**src/rtl/shiftreg_univ.sv**
```systemverilog
// shiftreg_univ -- universal shift register with hold, shift right, shift left
// and parallel load, a shift counter and a one-cycle frame strobe raised each
// time WIDTH shifts have been completed.
//
// Build option: define SHIFTREG_ROTATE_EN to let rot=1 turn shifts into
// rotates. Without it the rot port is present but ignored.
module shiftreg_univ #(
  parameter int WIDTH = 8
) (
  input  logic                     clk,
  input  logic                     clr,
  input  logic                     en,
  input  logic [1:0]               mode,
  input  logic                     sin_r,
  input  logic                     sin_l,
  input  logic                     rot,
  input  logic [WIDTH-1:0]         pin,
  output logic [WIDTH-1:0]         q,
  output logic                     sout_r,
  output logic                     sout_l,
  output logic [$clog2(WIDTH)-1:0] cnt,
  output logic                     frame
);

  localparam int CNT_W = $clog2(WIDTH);
  localparam logic [CNT_W-1:0] CNT_LAST = CNT_W'(WIDTH - 1);

  typedef enum logic [1:0] {
    MODE_HOLD = 2'b00,
    MODE_SHR  = 2'b01,
    MODE_SHL  = 2'b10,
    MODE_LOAD = 2'b11
  } mode_e;

  logic [WIDTH-1:0] q_q, q_d;
  logic [CNT_W-1:0] cnt_q, cnt_d;
  logic             frame_q, frame_d;
  logic             fill_r, fill_l;
  logic             shift_req;

  // Serial fill bits: external serial inputs, or the opposite end when rotating.
`ifdef SHIFTREG_ROTATE_EN
  assign fill_r = rot ? q_q[0]       : sin_r;
  assign fill_l = rot ? q_q[WIDTH-1] : sin_l;
`else
  logic unused_rot;
  assign unused_rot = rot;
  assign fill_r     = sin_r;
  assign fill_l     = sin_l;
`endif

  // Next-state logic: data path, shift counter and frame strobe.
  always_comb begin
    // NOTE: every target gets a default first so no path leaves it unassigned
    // (which would infer a latch); frame defaults low so it is a single-cycle strobe.
    q_d       = q_q;
    cnt_d     = cnt_q;
    frame_d   = 1'b0;
    shift_req = 1'b0;
    if (en) begin
      case (mode_e'(mode))
        MODE_SHR: begin
          q_d       = {fill_r, q_q[WIDTH-1:1]};
          shift_req = 1'b1;
        end
        MODE_SHL: begin
          q_d       = {q_q[WIDTH-2:0], fill_l};
          shift_req = 1'b1;
        end
        MODE_LOAD: begin
          q_d   = pin;
          cnt_d = '0;
        end
        MODE_HOLD: ;
      endcase
    end
    // Direction is irrelevant to the count; only the number of shifts matters.
    if (shift_req) begin
      if (cnt_q == CNT_LAST) begin
        cnt_d   = '0;
        frame_d = 1'b1;
      end else begin
        cnt_d = cnt_q + CNT_W'(1);
      end
    end
  end

  // State registers with asynchronous clear.
  always_ff @(posedge clk or posedge clr) begin
    // NOTE: sequential state uses non-blocking assignments so every flop
    // samples the pre-edge values regardless of statement order.
    if (clr) begin
      q_q     <= '0;
      cnt_q   <= '0;
      frame_q <= 1'b0;
    end else begin
      q_q     <= q_d;
      cnt_q   <= cnt_d;
      frame_q <= frame_d;
    end
  end

  assign q      = q_q;
  assign cnt    = cnt_q;
  assign frame  = frame_q;
  assign sout_r = q_q[0];
  assign sout_l = q_q[WIDTH-1];

endmodule

```
**config.mk**
```make
export PLATFORM = sky130hd
export DESIGN_NAME = shiftreg_univ
export DESIGN_NICKNAME = d
export VERILOG_FILES = /design/src/rtl/shiftreg_univ.sv
export SDC_FILE = /design/constraint.sdc
export NUM_CORES = 1
export LEC_CHECK = 0
export ABC_CLOCK_PERIOD_IN_PS = 2100
export CAP_MARGIN = 20
export CORE_MARGIN = 10
export CORE_UTILIZATION = 43
export DETAILED_ROUTE_END_ITERATION = 8
export PLACE_DENSITY = 0.83
export SYNTH_ARGS = -nofsm -noshare
export SYNTH_HDL_FRONTEND = slang
export SYNTH_SLANG_ARGS = --single-unit
```
**constraint.sdc**
```tcl
create_clock -name clk -period 2.1 [get_ports clk]
set_clock_uncertainty 0.15 [all_clocks]
set_input_delay 0.315 -clock clk [delete_from_list [all_inputs] [get_ports clk]]
set_output_delay 0.315 -clock clk [all_outputs]
set_load 0.005 [all_outputs]
```
==> results.md <==
- Setup violators final: 0
- VDD IR max: 605.0 µV
- Syn Nets: 86
- Worst-Margin Slew: 483.4 ps
- Clock Latency Late Sink: 270 ps
- Bufs on Longest Clock Path: 2
- Fmax: 590.6 MHz
- Synth warn: 0
- Clk pwr share: 0.232
- Die width: 59.24 µm
- Slowest stage cell on the critical path: clkdlybuf4s50_1
- Post-synth EDFFs: 0
- Total core area: 1489 µm²
- Routed Antenna Nets: 0
- Internal: 562.8 µW
- Hold bufs inserted after CTS: 0
- Distinct cell type count after synthesis: 15
- Final total power: 792.6 µW
- TritonRoute pass-1 iters: 5
- CP max FO: 4
- Vias in the first global route: 614
- Cell Rows: 14
- Final min period: 1693 ps
- Area leader, netlist: dfrtp_1
- Tcrit/Tclk final: 0.8063
- DR iter-0 viols: 14
- Relative slew slack: 0.6774
- Critical path, cell by cell: clkdlybuf4s50_1
- Layout cell share with drive strength beyond 1: 0.06522
- Worst hold path type: input pin to asynchronous set/reset pin
- Comb pwr share: 0.347
- Setup TNS: 0 ps
- Setup Buffers After CTS: 0
- Mapped Area: 661.9 µm²
- Routed vias/inst: 5.565
- Starting Density: 0.4445
- Slew Viols, Final: 0
- Sw frac: 0.2899
- MaxCap Viol Count: 0
- CP top delay family: buffers and inverters
- CTS tree: done
- First-pass GRT wire length: 3.029 mm
- Top cells by count, synth: dfrtp_1 (12), o21ai_1 (9), a21oi_1 (8), a22o_1 (8), nand2_1 (8)
- Drc violations: 0
- Static leakage: 0.0004264 µW
- Main area contributors after synthesis: dfrtp_1 (45%), a22o_1 (11%), ha_1 (9.5%)
- NetSw: 229.7 µW
- Root Buffer: clkbuf_4
- I/O Buffers: 28
- Pin count of the biggest net entering global routing: 17
- Routability cong.: 0.7281
- Ports: 30
- Worst reg2reg endpoint: cnt[2]
- Main flop type after synthesis: dfrtp_1
- Critical path buffers and inverters: 1
- Reg2reg path depth: 3
- Part of the power in registers: 0.421
- CTS buffer count: 3
- Critical Path Start Type: flip-flop
- Synth async-reset ratio: 1.000
- CTS Sinks: 12
- Top-area cell type share of the netlist area: 0.4537
- Die Ht: 59.24 µm
- Crit path kind: flip-flop to output port
- Area grow syn2layout: 44.42%
- Stages on worst setup path: 1
- Vias: 601
- Setup crit start: q[3]
- Routed WL per cell: 16.81 µm
- Fin. Hold Viols: 0
- GRT overflow: 0
- Nets: 114
- FF-to-FF Start: cnt[0]
- Power per cell area: 829.1 nW/µm²
- Post-Syn Instances: 65
- Initial antenna violation count: 0
- CP endpoint kind: output port
- Area of the die: 3509 µm²
- Reg2reg setup slack: 720 ps
- Cts repair resizes: 0
- Overall Global Routing Usage: 0.1112
- WP data arrival: 1230 ps
- Most frequent cell after synthesis: dfrtp_1
- Seq/Total Area, Yosys: 0.4537
- Diodes inserted: 0
- Status: completed
- Req. time, crit path: 1630 ps
- End of the critical path: q[3]
- Clock-pin slew on the worst setup and hold paths: 80 ps
- #FFs+latches synth: 12
- DP Wirelength: 1.376 mm
- Synth Area per Inst: 10.18 µm²
- CTS HTree Levels: 1
- Critical Path Max Stage Delay: 550 ps
- RSZ-0062 raised after global routing: false
- DRT Wirelength: 1.815 mm
==> layer usage <==
layer | GRT usage | vias to the layer above | wire length (µm)
met1 | 0.1193 | 281 | 712
met2 | 0.1768 | 29 | 883
li1 | - | 289 | -
met4 | 0.03934 | 0 | 14
met5 | 0 | - | 0
met3 | 0.06438 | 2 | 206
==> cell usage in the layout, fill, tap and decap left out <==
cell type / synthesis / layout
a22o_1: 8 / 8
nand2_1: 8 / 8
ha_1: 5 / 5
a21oi_1: 8 / 8
inv_1: 3 / 3
clkdlybuf4s50_1: 0 / 28
dfrtp_1: 12 / 12
o21ai_1: 9 / 9
a32o_1: 3 / 3
nor2_4: 1 / 1
and3_1: 1 / 1
nor2_1: 1 / 1
clkbuf_8: 0 / 1
clkbuf_4: 0 / 3
nand2b_2: 1 / 1
==> layout make-up <==
cell class / instances / area (µm²)
Clock buffer: 4 / 36.28
Fill cell: 128 / 533.0
Inverter: 3 / 11.26
Multi-Input combinational cell: 45 / 307.8
Sequential cell: 12 / 300.3
Tap cell: 16 / 20.02
Timing Repair Buffer: 28 / 280.3
==> through the flow <==
| stage | hold WS (ps) | cell area, µm² | instances | util | worst slack [ps] |
|---|---|---|---|---|---|
| after detailed placement | 367.1 | 919.6 | 104 | 0.6176 | 155.1 |
| after CTS | 214.1 | 955.9 | 108 | 0.6420 | 382.1 |
| final | 205.1 | 955.9 | 108 | 0.6420 | 406.7 |
| after floorplan | 29.70 | 661.9 | 65 | - | 771.2 |
| after global placement | 361.4 | 919.6 | 104 | 0.6176 | 175.1 |
| after global routing | 228.0 | 955.9 | 108 | 0.6420 | 335.2 |
==> power groups by stage <==
stage               logic [µW]  registers (µW)  clock network (µW)
floorplan                  118             333                   0
global placement           270             333                   0
detailed placement         281             337                   0
CTS                        282             333                 191
global route               311             344                 204
finish                     275             334                 184
==> worst min path at each step <==
| stage | endpoint | from | slack [ps] | depth (start not counted) |
|---|---|---|---|---|
| 2_1_floorplan | cnt[0] | clr | 30 | 1 |
| 3_3_place_gp | cnt[2] | cnt[2] | 360 | 1 |
| 3_5_place_dp | cnt[2] | cnt[2] | 370 | 1 |
| 4_1_cts | cnt[1] | clr | 210 | 2 |
| 5_1_grt | frame | clr | 230 | 2 |
| 6_report | q[5] | clr | 210 | 2 |
==> sequential cells by signal (all words and copies together), names as in the netlist <==
signal,flops
cnt,3
frame,1
q,8
==> cells by family after synthesis <==
family | synth area share
AND/OR/NAND/NOR | 0.09074
buffers and inverters | 0.08127
adder cells (fa/ha/maj) | 0.09452
flip-flops | 0.4537
AO/OA/AOI/OAI | 0.2798
Power figures use the tool's default switching activity.
